--- src/rtl/pucch_pkg.sv ---
// Shared types and constants for the PUCCH cyclic-shift alpha sequencer.
package pucch_pkg;

    localparam int NSLOT_SYMB = 14;
    localparam int NRB_SC     = 12;

    typedef enum logic [2:0] {
        IDLE     = 3'd0,
        START    = 3'd1,
        WAIT_RDY = 3'd2,
        GET      = 3'd3,
        WAIT_VAL = 3'd4,
        OUT      = 3'd5,
        DONE     = 3'd6
    } pucch_state_t;

    typedef struct packed {
        logic [7:0] nslot;
        logic [9:0] nid;
        logic [3:0] m0;
        logic [3:0] mcs;
        logic [3:0] start_sym;
        logic [3:0] nrof_sym;
    } pucch_alpha_cfg_t;

    // A resource is rejected when it is empty or runs past the end of the slot.
    function automatic logic cfg_bad(input logic [3:0] start_sym,
                                     input logic [3:0] nrof_sym,
                                     input logic [4:0] slot_len);
        logic [4:0] sum;
        sum = {1'b0, start_sym} + {1'b0, nrof_sym};
        return (nrof_sym == 4'd0) || (sum > slot_len);
    endfunction

endpackage

--- src/rtl/pucch_alpha_seq_ctrl.sv ---
// Sequences one PUCCH resource through the alpha generator and streams one alpha per symbol.
// Optional generator watchdog: define PUCCH_ALPHA_TIMEOUT_EN.
module pucch_alpha_seq_ctrl
    import pucch_pkg::*;
#(
    parameter int NSLOT_SYMB = pucch_pkg::NSLOT_SYMB
`ifdef PUCCH_ALPHA_TIMEOUT_EN
    ,
    parameter int TIMEOUT_CYC = 65535
`endif
) (
    input  logic       clk,
    input  logic       rst,
    input  logic       i_req_valid,
    output logic       o_req_ready,
    input  logic [7:0] i_nslot,
    input  logic [9:0] i_nid,
    input  logic [3:0] i_m0,
    input  logic [3:0] i_mcs,
    input  logic [3:0] i_start_sym,
    input  logic [3:0] i_nrof_sym,
    input  logic       i_abort,
    output logic       o_gen_start,
    output logic       o_gen_get,
    output logic [7:0] o_gen_nslot,
    output logic [9:0] o_gen_nid,
    output logic [3:0] o_gen_m0,
    output logic [3:0] o_gen_mcs,
    input  logic       i_gen_can_get,
    input  logic [4:0] i_gen_alpha,
    input  logic       i_gen_valid,
    output logic       o_alpha_valid,
    input  logic       i_alpha_ready,
    output logic [3:0] o_alpha,
    output logic [3:0] o_sym_idx,
    output logic       o_last,
    output logic       o_cfg_err,
    output logic       o_busy
);

    localparam logic [4:0] SLOT_LEN = 5'(NSLOT_SYMB);

    pucch_state_t     state_r;
    pucch_state_t     state_nxt_s;
    pucch_alpha_cfg_t cfg_r;
    logic [3:0]       sym_r;
    logic [3:0]       alpha_r;
    logic [3:0]       sym_idx_r;
    logic             last_r;
    logic             alpha_valid_r;
    logic             gen_start_r;
    logic             gen_get_r;
    logic             req_ready_r;
    logic             busy_r;
    logic             cfg_err_r;

    logic             cfg_load_s;
    logic             cfg_err_s;
    logic             sym_inc_s;
    logic             load_out_s;
    logic             accept_s;
    logic             kill_s;
    logic             tmo_hit_s;
    logic [4:0]       end_sym_s;
    logic             last_hit_s;

    assign end_sym_s  = {1'b0, cfg_r.start_sym} + {1'b0, cfg_r.nrof_sym} - 5'd1;
    assign last_hit_s = ({1'b0, sym_r} == end_sym_s);

`ifdef PUCCH_ALPHA_TIMEOUT_EN
    logic [15:0] tmo_r;

    // Watchdog counts wait cycles and restarts whenever the state changes.
    always_ff @(posedge clk or negedge rst) begin
        if (!rst) begin
            tmo_r <= 16'd0;
        end else if (state_nxt_s != state_r) begin
            tmo_r <= 16'd0;
        end else if ((state_r == WAIT_RDY) || (state_r == WAIT_VAL)) begin
            tmo_r <= tmo_r + 16'd1;
        end else begin
            tmo_r <= 16'd0;
        end
    end

    assign tmo_hit_s = ((state_r == WAIT_RDY) || (state_r == WAIT_VAL)) &&
                       (tmo_r == 16'(TIMEOUT_CYC - 1));
`else
    assign tmo_hit_s = 1'b0;
`endif

    // Next-state and per-cycle control strobes; abort and watchdog override everything.
    always_comb begin
        state_nxt_s = state_r;
        cfg_load_s  = 1'b0;
        cfg_err_s   = 1'b0;
        sym_inc_s   = 1'b0;
        load_out_s  = 1'b0;
        accept_s    = 1'b0;
        kill_s      = 1'b0;
        if ((state_r != IDLE) && i_abort) begin
            state_nxt_s = IDLE;
            kill_s      = 1'b1;
        end else if (tmo_hit_s) begin
            state_nxt_s = IDLE;
            kill_s      = 1'b1;
            cfg_err_s   = 1'b1;
        end else begin
            case (state_r)
                IDLE: begin
                    if (i_req_valid) begin
                        cfg_load_s = 1'b1;
                        if (cfg_bad(i_start_sym, i_nrof_sym, SLOT_LEN)) begin
                            cfg_err_s = 1'b1;
                        end else begin
                            state_nxt_s = START;
                        end
                    end else begin
                        state_nxt_s = IDLE;
                    end
                end
                START: state_nxt_s = WAIT_RDY;
                WAIT_RDY: begin
                    if (i_gen_can_get) begin
                        state_nxt_s = GET;
                    end else begin
                        state_nxt_s = WAIT_RDY;
                    end
                end
                GET: state_nxt_s = WAIT_VAL;
                WAIT_VAL: begin
                    if (i_gen_valid) begin
                        if (sym_r < cfg_r.start_sym) begin
                            sym_inc_s   = 1'b1;
                            state_nxt_s = GET;
                        end else begin
                            load_out_s  = 1'b1;
                            state_nxt_s = OUT;
                        end
                    end else begin
                        state_nxt_s = WAIT_VAL;
                    end
                end
                OUT: begin
                    if (alpha_valid_r && i_alpha_ready) begin
                        accept_s = 1'b1;
                        if (last_r) begin
                            state_nxt_s = DONE;
                        end else begin
                            sym_inc_s   = 1'b1;
                            state_nxt_s = GET;
                        end
                    end else begin
                        state_nxt_s = OUT;
                    end
                end
                DONE: state_nxt_s = IDLE;
                default: state_nxt_s = IDLE;
            endcase
        end
    end

    // State register plus control outputs decoded from the upcoming state.
    always_ff @(posedge clk or negedge rst) begin
        if (!rst) begin
            state_r     <= IDLE;
            gen_start_r <= 1'b0;
            gen_get_r   <= 1'b0;
            req_ready_r <= 1'b0;
            busy_r      <= 1'b0;
            cfg_err_r   <= 1'b0;
        end else begin
            state_r     <= state_nxt_s;
            gen_start_r <= (state_nxt_s == START);
            gen_get_r   <= (state_nxt_s == GET);
            req_ready_r <= (state_nxt_s == IDLE);
            busy_r      <= (state_nxt_s != IDLE);
            cfg_err_r   <= cfg_err_s;
        end
    end

    // Configuration is captured only in IDLE, so it stays put for the whole resource.
    always_ff @(posedge clk or negedge rst) begin
        if (!rst) begin
            cfg_r <= '0;
        end else if (cfg_load_s) begin
            cfg_r <= '{nslot:     i_nslot,
                       nid:       i_nid,
                       m0:        i_m0,
                       mcs:       i_mcs,
                       start_sym: i_start_sym,
                       nrof_sym:  i_nrof_sym};
        end else begin
            cfg_r <= cfg_r;
        end
    end

    // Symbol counter tracks which slot symbol the next generator alpha belongs to.
    always_ff @(posedge clk or negedge rst) begin
        if (!rst) begin
            sym_r <= 4'd0;
        end else if (state_r == START) begin
            sym_r <= 4'd0;
        end else if (sym_inc_s) begin
            sym_r <= sym_r + 4'd1;
        end else begin
            sym_r <= sym_r;
        end
    end

    // Output beat registers hold steady until the downstream accepts.
    always_ff @(posedge clk or negedge rst) begin
        if (!rst) begin
            alpha_r       <= 4'd0;
            sym_idx_r     <= 4'd0;
            last_r        <= 1'b0;
            alpha_valid_r <= 1'b0;
        end else begin
            if (load_out_s) begin
                alpha_r   <= i_gen_alpha[3:0];
                sym_idx_r <= sym_r;
                last_r    <= last_hit_s;
            end else begin
                alpha_r   <= alpha_r;
                sym_idx_r <= sym_idx_r;
                last_r    <= last_r;
            end
            if (kill_s) begin
                alpha_valid_r <= 1'b0;
            end else if (load_out_s) begin
                alpha_valid_r <= 1'b1;
            end else if (accept_s) begin
                alpha_valid_r <= 1'b0;
            end else begin
                alpha_valid_r <= alpha_valid_r;
            end
        end
    end

    assign o_req_ready   = req_ready_r;
    assign o_busy        = busy_r;
    assign o_cfg_err     = cfg_err_r;
    assign o_gen_start   = gen_start_r;
    assign o_gen_get     = gen_get_r;
    assign o_gen_nslot   = cfg_r.nslot;
    assign o_gen_nid     = cfg_r.nid;
    assign o_gen_m0      = cfg_r.m0;
    assign o_gen_mcs     = cfg_r.mcs;
    assign o_alpha_valid = alpha_valid_r;
    assign o_alpha       = alpha_r;
    assign o_sym_idx     = sym_idx_r;
    assign o_last        = last_r;

endmodule

--- config.mk ---
export PLATFORM = sky130hd
export DESIGN_NAME = pucch_alpha_seq_ctrl
export DESIGN_NICKNAME = d
export VERILOG_FILES = /design/src/rtl/pucch_pkg.sv /design/src/rtl/pucch_alpha_seq_ctrl.sv
export SDC_FILE = /design/constraint.sdc
export NUM_CORES = 1
export LEC_CHECK = 0
export CAP_MARGIN = 10
export CELL_PAD_IN_SITES_DETAIL_PLACEMENT = 1
export CELL_PAD_IN_SITES_GLOBAL_PLACEMENT = 1
export CORE_UTILIZATION = 45
export DETAILED_ROUTE_END_ITERATION = 8
export DONT_BUFFER_PORTS = 1
export GPL_TIMING_DRIVEN = 1
export PLACE_DENSITY_LB_ADDON = 0.08
export SYNTH_ARGS = -nofsm -noshare
export SYNTH_HDL_FRONTEND = slang
export SYNTH_SLANG_ARGS = --single-unit
--- constraint.sdc ---
create_clock -name clk -period 3.81 [get_ports clk]
set_input_delay 0.9525 -clock clk [delete_from_list [all_inputs] [get_ports clk]]
set_output_delay 0.9525 -clock clk [all_outputs]
set_load 0.03 [all_outputs]
Word-level counts from Yosys, hierarchy flattened. Cells that the tools add are included. Widths: inputs -> output; s select.

Add/sub/neg operators: 4. $lt $le $gt $ge: 2. Eq/ne operators: 8. Mux-type cells: 35. Reduce and logical (&&, ||, !) cells: 10.

Operators with widths (count): $mux 1 (24); $mux 3 (7); $pmux 3 s6 (1); $add 4x4->5 (2); $eq 3x2->1 const B (3); $reduce_bool 3->1 (3); $mux 4 (2); $eq 3x1->1 const B (2); $eq 3x3->1 const B (2); $logic_not 3->1 (2); $eq 4x5->1 (1); $gt 5x4->1 const B (1); $sub 5x1->5 const B (1); $add 4x1->4 const B (1); $logic_not 4->1 (1); $lt 4x4->1 (1); $logic_and 1x1->1 (2); $pmux 1 s2 (1); $reduce_bool 2->1 (1); $logic_or 1x1->1 (1).

Flip-flop bits (word level): 56. Output and inout port bits: 41.

Depth between registers and ports, before layout. Gate-level depths: netlist of run 1.

Depth in word-level cells: 8. Gate-level depth with buffers: 10.

Worst setup path after synthesis of run 1. Ideal clock, no wire load.

Kind: input to register. From: in i_start_sym[0]. To: reg busy_r (netlist: o_busy). Library setup time: 149 ps. Arrival: 2688 ps. Required time: 3661 ps. Slack: 972 ps. Stages on the path: 7. Path buffers: 0. Cell sequence: ha_1 fa_1 o211ai_1 a211o_1 a22o_1 a311oi_2 a31oi_1.

Word-level cells in the longest chain between the ends: 8.

RTL lines: start, declared (RTL line pucch_alpha_seq_ctrl.sv:20) `input logic [3:0] i_start_sym,`; $add 4x4->5 (RTL line pucch_pkg.sv:31) `sum = {1'b0, start_sym} + {1'b0, nrof_sym};`; $gt 5x4->1 (RTL line pucch_pkg.sv:32) `return (nrof_sym == 4'd0) || (sum > slot_len);`; $logic_or 1x1->1 (RTL line pucch_pkg.sv:32); $mux 3 (RTL line pucch_alpha_seq_ctrl.sv:113) `if (cfg_bad(i_start_sym, i_nrof_sym, SLOT_LEN)) begin`; $mux 3 (RTL line pucch_alpha_seq_ctrl.sv:111) `if (i_req_valid) begin`; $pmux 3 s6 (RTL line pucch_alpha_seq_ctrl.sv:109) `case (state_r)`; $mux 3 (RTL line pucch_alpha_seq_ctrl.sv:101) `if ((state_r != IDLE) && i_abort) begin`; $reduce_bool 3->1 (RTL line pucch_alpha_seq_ctrl.sv:177) `busy_r <= (state_nxt_s != IDLE);`; end signal, assigned (RTL line pucch_alpha_seq_ctrl.sv:177); end, declared (RTL line pucch_alpha_seq_ctrl.sv:54) `logic busy_r;`.

No other way between the ends. A chain may end at the register's enable or synchronous reset.

Final worst setup path of run 1. Same ends and word-level chain as after synthesis.

==> flow_summary.toml, run 1 <==
[place]
io_buffers = 0
hpwl_um = 4120
dp.cells = 300
pre_cts_ws_ns = 0.768
place_area_um2 = 2830
gp_congestion = 0.846

[synthesis]
synth_mux_area_frac = 0.144
synth_top_area_share = 0.476
yosys_register_bits = 56
yosys.area_share.simple = 0.0773
synth_compound_area_frac = 0.105
synth_top_area_cell = "dfrtp_1"
syn_area_um2 = 2940
synthArstFlopShare = 1.00
ys.flop_type = "dfrtp_1"
ys_warn_count = 0
synth.distinct_cells = 47
synth.top_cells.by_area = "dfrtp_1, mux2_2, buf_4"
syn_avg_cell_area_um2 = 11.6
synth-seq-area-share = 0.476
synthAdderAreaFrac = 0.0773
synthXorXnorAreaFrac = 0.0178
synth_edf_count = 0
syn_nets = 317
synthCells = 254
synth_top_family_by_area = "multiplexers"

[cells_and_area]
syn_to_final_growth_pct = -0.765
multi_input_comb_area_um2 = 1240
design_area_um2 = 2920
final_util = 0.460
n_antenna_cell = 0
fillers = 685
seqCellArea_um2 = 1400
final_net_count = 293
final_common_cell = "dfrtp_1"
drive_above_1_share = 0.186
final_cell_mix = "dfrtp_1, mux2_2, inv_1, o21ai_0, ha_1"
instances_no_fill = 308

[worst_setup_path]
cp-start-kind = "input port"
critPathBufInv = 0
reg2reg_slack_ns = 1.23
critPathSlowestCell = "fa_1"
crit_chain = "ha_1, fa_1, o211ai_1, a211o_1, a22o_1, a311oi_2, a31oi_1"
worst_ep_required_time_ns = 3.98
reg2reg_depth = 4
max_stage_delay_ns = 0.53
crit_arrival_ns = 2.88
cp_top_family = "compound AO/OA/AOI/OAI gates"
rr_startpoint = "state_r[0]"
end_kind = "register"
critical_path.max_fanout = 4
path_class = "input port to register"
r2r-end = "o_alpha[3]"

[sta]
hold_viol = 0
fmax_mhz = 368
tightest_slew_ns = 0.776
drv_slew = 0
finalWorstSetupSlack_ns = 1.10
setup-violations-final = 0
fin_skew_ns = 0.00444
hold_slack_ns = 0.326
setup-tns-final_ns = 0
final.min_clock_period_ns = 2.71
rsz0062_at_grt = "no"
fin_crit_sh = 0.712
relSlewSlack = 0.478

[power]
power.density_nw_per_um2 = 891
p_leak_nw = 1.35
irDropWorstVdd_v = 0.000403
finalPower_mw = 2.60

[clock_network]
cts_buffers = 5
cts_tree = "built"
clk_latency_ns = 0.30
root_buffer = "clkbuf_8"
cts_sinks = 56
cts_setup_buffers = 0
cts-resized-gates = 0
htreeDepth = 2
clk_pin_slew_worst_paths_ns = 0.10
clock_path_buffers = 2
cts_hold_buf = 0

[global_routing]
grt_overflow = 0
grt_first_pass_wirelength_um = 9370
grt_start_max_net_pins = 57
grt_pass1_vias = 1905
antenna_found_initial = 0
track_usage = 0.170

[drt]
drtAntennaViolNets = 0
drt_iter0_drc = 35
drc = 2
routedWlPerCell_um = 17.4
avgViaCountPerCell = 5.68
first_pass_iters = 6
vias = 1750
finalWirelength_um = 5350

[run_status]
status = "complete, but fails checks"
violations = "design-rule violations"

[floorplanning]
die_w_um = 82.9
placementRows = 29
io_pins = 87
core-area_um2 = 6350
die_h_um = 82.9
start_util = 0.464
die_area_um2 = 6870

[worst_hold_path]
hold_path_class = "input port to asynchronous set/reset pin"

[run]
maxCapViolations = 0
==> cell usage after synthesis, drive strengths merged (2+ instances only) <==
cell type and number:
xor2 4, nor2 8, xnor2 2, nand2 13, ha 15, a2111oi 2, nor4 2, a31o 2
nor3 5, nand3 2, fa 2, inv 19, nor4b 3, dfrtp 56, buf 31, nand2b 3
o21ai 18, o21a 2, mux2i 3, clkbuf 2, a21o 2, a21oi 4, mux2 35, and3 2
a221oi 2, o2111a 2
==> report_power, final <==
part           total [mW]  internal (mW)  switching, mW  leakage [nW]
Combinational       0.878          0.443          0.435         0.609
Sequential           1.39          0.836          0.556         0.697
Clock               0.333          0.135          0.198        0.0463
Total                2.60           1.41           1.19          1.35
==> flip-flops by register name, indices dropped and copies added (netlist names) <==
register	count
sym_r	4
o_gen_start	1
o_gen_nid	10
cfg_r	8
o_alpha	4
o_gen_mcs	4
o_busy	1
o_req_ready	1
o_gen_nslot	8
state_r	3
o_gen_get	1
o_cfg_err	1
o_alpha_valid	1
o_sym_idx	4
o_gen_m0	4
o_last	1
==> worst max-delay path by stage <==
stage	start	endpoint	slack, ns	cells after the start
global route	state_r[0]	o_alpha[3]	0.98	4
detailed placement	i_start_sym[0]	o_busy	0.77	7
floorplan	i_start_sym[0]	o_busy	0.97	7
finish	i_start_sym[0]	o_busy	1.10	7
CTS	i_start_sym[0]	o_busy	1.11	7
global placement	i_start_sym[0]	o_busy	0.85	7
==> routing by layer <==
| metal | vias up | wire [um] | GRT usage |
|---|---|---|---|
| li1 | 812 | - | - |
| met1 | 863 | 2260 | 0.205 |
| met2 | 66 | 2750 | 0.298 |
| met3 | 9 | 261 | 0.0427 |
| met4 | 0 | 89 | 0.0533 |
| met5 | - | 0 | 0 |
==> cells by family after synthesis <==
logic type,after synthesis
DFF,56
adders and majority gates,17
and+or+nand+nor,41
AOI/OAI and AO/OA,44
xor gates and xnor gates,6
buffers and inverters,52
muxes,38
==> final cells by class <==
cell class                 count  share of cell area
multi-input combinational    146               0.425
tap                           77              0.0330
clock buffer                   5              0.0236
timing repair buffer           2             0.00514
sequential                    56               0.480
inverter                      19              0.0244
clock inverter                 3             0.00942
Note: power is estimated with default switching activity, not from simulation.
==> run 2: changes to the inputs <==
--- a/config.mk
+++ b/config.mk
@@ -8,7 +8,7 @@
 export CAP_MARGIN = 10
 export CELL_PAD_IN_SITES_DETAIL_PLACEMENT = 1
 export CELL_PAD_IN_SITES_GLOBAL_PLACEMENT = 1
-export CORE_UTILIZATION = 45
+export CORE_UTILIZATION = 44
 export DETAILED_ROUTE_END_ITERATION = 8
 export DONT_BUFFER_PORTS = 1
 export GPL_TIMING_DRIVEN = 1
==> constraint.sdc (replaced) <==
create_clock -name clk -period 2.3 [get_ports clk]
set_input_delay 0.575 -clock clk [delete_from_list [all_inputs] [get_ports clk]]
set_output_delay 0.575 -clock clk [all_outputs]
set_load 0.03 [all_outputs]
==> run 2 against run 1 <==
Net effect: the flow still finishes with violations (design-rule violations); global-route usage increased by 1.2 points; hold slack got worse by 0.21 ns; die area increased by 2.2%; critical path type is now register to register; final area increased by 6.8%; sequential cell count unchanged; sequential share of layout area decreased by 3.1 points; total power increased by 78%.
==> flow_summary.toml, run 2 (synthesis gave the netlist of run 1 again) <==
[clock_network]
cts_tree = "built"
root_buffer = "clkbuf_8"
clk_latency_ns = 0.31
cts_setup_buffers = 0
clk_pin_slew_worst_paths_ns = 0.10
htreeDepth = 2
cts_sinks = 56
clock_path_buffers = 2
cts_buffers = 5

[floorplanning]
io_pins = 87
core-area_um2 = 6420
die_h_um = 83.8
die_w_um = 83.8
start_util = 0.458
die_area_um2 = 7020
placementRows = 29

[run]
maxCapViolations = 0

[place]
io_buffers = 0
pre_cts_ws_ns = -0.245
gp_congestion = 0.850
dp.cells = 316
hpwl_um = 4570

[cells_and_area]
final_util = 0.486
fillers = 680
n_antenna_cell = 0
drive_above_1_share = 0.270
seqCellArea_um2 = 1400
final_cell_mix = "dfrtp_1, mux2_2, buf_4, inv_1, o21ai_0"
multi_input_comb_area_um2 = 1300
final_common_cell = "dfrtp_1"
syn_to_final_growth_pct = 5.99
instances_no_fill = 325
largest_reg_flops = 10
final_net_count = 310

[global_routing]
track_usage = 0.182
grt_pass1_vias = 2050
antenna_found_initial = 0
grt_overflow = 0
grt_start_max_net_pins = 57
grt_first_pass_wirelength_um = 10100

[power]
finalPower_mw = 4.64
irDropWorstVdd_v = 0.000817
p_leak_nw = 1.46
power.density_nw_per_um2 = 1490

[drt]
drt_iter0_drc = 62
top_layer_used = "met4"
wl_met2_um = 3090
vias = 1833
drtAntennaViolNets = 0
wl_met3_um = 336
avgViaCountPerCell = 5.64
routedWlPerCell_um = 18.1
finalWirelength_um = 5890
drc = 24
met1Wirelength_um = 2410
first_pass_iters = 6

[run_status]
violations = "design-rule violations"
status = "complete, but fails checks"

[sta]
hold_viol = 0
setup-tns-final_ns = 0
rsz0062_at_grt = "yes"
relSlewSlack = 0.618
setup-violations-final = 0
drv_slew = 0
fin_crit_sh = 0.982
fin_skew_ns = 0.00807
tightest_slew_ns = 0.572
fmax_mhz = 443
finalWorstSetupSlack_ns = 0.0417
final.min_clock_period_ns = 2.26

[worst_setup_path]
worst_ep_required_time_ns = 2.55
cp-startpoint = "cfg_r[1]"
crit_arrival_ns = 2.51
end_kind = "register"
critical_path.max_fanout = 2
path_class = "register to register"
cp-start-kind = "register"
rr_startpoint = "cfg_r[1]"

[worst_hold_path]
hold_path_class = "input port to asynchronous set/reset pin"
run 2: final timing paths:
path                                  end  slack, ns  cells after the start
setup / recovery                   o_last       0.04                     10
hold / removal             o_gen_nslot[6]       0.11                      1
setup reg to reg                   o_last       0.04                     10
hold reg to reg                  cfg_r[0]       0.56                      2
max in group asynchronous   o_alpha_valid       1.94                      1
min in group clk                 cfg_r[2]       0.39                      2
run 2: layout make-up:
cell class / count / area share
Sequential cell: 56 / 0.449
Multi-Input combinational cell: 146 / 0.416
Timing Repair Buffer: 19 / 0.0521
Tap cell: 77 / 0.0309
Inverter: 19 / 0.0229
Clock buffer: 5 / 0.0221
Clock inverter: 3 / 0.00722
run 2: where the power goes:
group,switching [mW],leakage (nW),internal (mW)
Sequential,0.875,0.697,1.39
Combinational,0.956,0.711,0.882
Clock,0.327,0.0485,0.219
Total,2.16,1.46,2.49
run 2: per-stage QoR:
stage                     instance area [um^2]  hold slack (ns)
after floorplan                           2960            0.279
after global placement                    2960            0.281
after detailed placement                  2960            0.281
after CTS                                 3080            0.116
after global routing                      3120            0.114
final                                     3120            0.112
run 2: repair_timing:
action                                  4_1_cts  5_1_grt
pin swaps                                     0        2
endpoints found under the setup margin        1        7
hold buffers                                  1        0
resized for setup                             2        9
endpoints found under the hold margin        56        0
run 2: critical path: stages (launching register included):
cell       delay [ns]
dfrtp_1          0.38
inv_1            0.07
ha_1             0.22
inv_1            0.06
ha_2             0.18
inv_1            0.05
fa_2             0.53
xor2_1           0.14
nand2_1          0.10
a2111oi_4        0.28
mux2_4           0.19
run 2: per-layer routing:
| metal | GRT usage | vias to the layer above |
|---|---|---|
| met3 | 0.0415 | 6 |
| met5 | 0 | - |
| met2 | 0.327 | 60 |
| met4 | 0.0502 | 0 |
| li1 | - | 845 |
| met1 | 0.218 | 922 |
==> run 3: changes to the inputs <==
--- a/config.mk
+++ b/config.mk
@@ -9,6 +9,7 @@
 export CELL_PAD_IN_SITES_DETAIL_PLACEMENT = 1
 export CELL_PAD_IN_SITES_GLOBAL_PLACEMENT = 1
 export CORE_UTILIZATION = 44
+export CTS_BUF_LIST = sky130_fd_sc_hd__clkbuf_16
 export DETAILED_ROUTE_END_ITERATION = 8
 export DONT_BUFFER_PORTS = 1
 export GPL_TIMING_DRIVEN = 1
==> run 3 against run 2 <==
Net effect: the run still ends with design-rule violations left; non-clock buffer count stayed put; clock skew decreased by 0.0027 ns; via count decreased by 0.93%; setup slack gained 0.013 ns; hold slack better by 0.030 ns; global-route usage barely moved; sequential power hardly changed; combinational power barely moved; critical path type unchanged; critical endpoint unchanged; highest routed layer unchanged.
==> flow_summary.toml, run 3 (synthesis gave the netlist of run 1 again) <==
[floorplanning]
core-area_um2 = 6420
die_area_um2 = 7020
die_h_um = 83.8
io_pins = 87
start_util = 0.458
die_w_um = 83.8
placementRows = 29

[worst_setup_path]
cpMostUsedCell = "inv_1"
crit_arrival_ns = 2.47
crit_chain = "inv_1, ha_1, inv_1, ha_2, inv_1, fa_2, xor2_1, nand2_1, a2111oi_4, mux2_4"
critPathSlowestCell = "fa_2"
cp-start-kind = "register"
max_stage_delay_ns = 0.53
critPathBufInv = 3
reg2reg_depth = 10
rr_startpoint = "cfg_r[1]"
cp_top_family = "adder cells"
worst_ep_required_time_ns = 2.53
reg2reg_slack_ns = 0.05
critical_path.max_fanout = 2
end_kind = "register"
path_class = "register to register"
r2r-end = "o_last"

[place]
hpwl_um = 4570
io_buffers = 0
place_area_um2 = 2960
pre_cts_ws_ns = -0.245
gp_congestion = 0.850

[run]
maxCapViolations = 0

[cells_and_area]
final_net_count = 310
n_antenna_cell = 0
final_util = 0.496
drive_above_1_share = 0.270
final_cell_mix = "dfrtp_1, mux2_2, buf_4, inv_1, o21ai_0"
design_area_um2 = 3190
largest_reg_flops = 10
syn_to_final_growth_pct = 8.29
final_common_cell = "dfrtp_1"

[drt]
drt_iter0_drc = 81
vias = 1816
avgViaCountPerCell = 5.59
first_pass_iters = 6
finalWirelength_um = 5880
drc = 24
routedWlPerCell_um = 18.1
drtAntennaViolNets = 0

[power]
p_leak_nw = 1.48
power.density_nw_per_um2 = 1530
finalPower_mw = 4.87
irDropWorstVdd_v = 0.000827

[global_routing]
grt_start_max_net_pins = 57
grt_first_pass_wirelength_um = 10100
track_usage = 0.182
antenna_found_initial = 0
grt_pass1_vias = 2052
grt_overflow = 0

[clock_network]
root_buffer = "clkbuf_16"
clk_latency_ns = 0.29
cts_buffers = 5
clk_pin_slew_worst_paths_ns = 0.07
htreeDepth = 2
cts_setup_buffers = 0
clock_path_buffers = 2
cts_tree = "built"
cts_sinks = 56

[sta]
fin_crit_sh = 0.976
final.min_clock_period_ns = 2.25
fmax_mhz = 445
fin_skew_ns = 0.00532
drv_slew = 0
hold_viol = 0
hold_slack_ns = 0.141
finalWorstSetupSlack_ns = 0.0543
setup-violations-final = 0
rsz0062_at_grt = "yes"
tightest_slew_ns = 0.584
relSlewSlack = 0.610

[worst_hold_path]
hold_path_class = "input port to asynchronous set/reset pin"

[run_status]
status = "complete, but fails checks"
violations = "design-rule violations"
==> run 3: cell count changes in the layout (fill, tap and decap cells not counted) <==
cell	delta
a311oi_4	+1
a311oi_2	-1
clkbuf_16	+5
o21ai_1	-1
o21ai_0	+1
clkbuf_8	-5
==> run 3: worst reg2reg max path, delay by kind of cell (launching register included) <==
family,cells,cell delay [ns]
adders and majority gates,3,0.93
and+or+nand+nor,1,0.10
AOI/OAI and AO/OA,1,0.28
buffers and inverters,3,0.18
DFF,1,0.37
xor gates and xnor gates,1,0.14
muxes,1,0.19
==> run 3: final cells by class <==
| cell class | count | area [um^2] |
|---|---|---|
| fill | 674 | 3230 |
| sequential | 56 | 1400 |
| multi-input combinational | 146 | 1310 |
| timing repair buffer | 19 | 163 |
| clock buffer | 5 | 125 |
| tap | 77 | 96.3 |
| inverter | 19 | 71.3 |
| clock inverter | 3 | 22.5 |
==> run 3: where the power goes <==
part / internal [mW] / switching, mW / total [mW]
clock: 0.408 / 0.347 / 0.755
sequential: 1.39 / 0.876 / 2.26
combinational: 0.889 / 0.963 / 1.85
total: 2.68 / 2.19 / 4.87
==> run 3: through the flow <==
stage               cells  TNS [ns]
finish                325         0
global placement      316    -0.742
CTS                   325         0
floorplan             254   -0.0544
global route          325   -0.0866
detailed placement    316     -1.17
==> run 3: repair_timing <==
action                                  in CTS  in global routing
endpoints found under the setup margin       1                  8
gates resized for setup                      2                  9
pin swaps                                    0                  2
endpoints found under the hold margin       56                  0
hold buffers                                 1                  0
==> run 3: how the worst max path moves through the flow <==
stage / from / to / slack (ns) / cells past startpoint
3_5_place_dp: i_start_sym[0] / o_busy / -0.24 / 7
5_1_grt: cfg_r[1] / o_last / -0.09 / 10
3_3_place_gp: i_start_sym[0] / o_busy / -0.15 / 7
2_1_floorplan: i_start_sym[0] / o_busy / -0.04 / 7
6_report: cfg_r[1] / o_last / 0.05 / 10
4_1_cts: state_r[0] / o_sym_idx[3] / 0.02 / 5
==> run 3: layer usage <==
metal,share of wire,global-route usage,vias to the layer above
li1,-,-,846
met1,0.41,0.221,906
met2,0.53,0.324,60
met3,0.056,0.0455,4
met4,0.0065,0.0455,0
met5,0,0,-
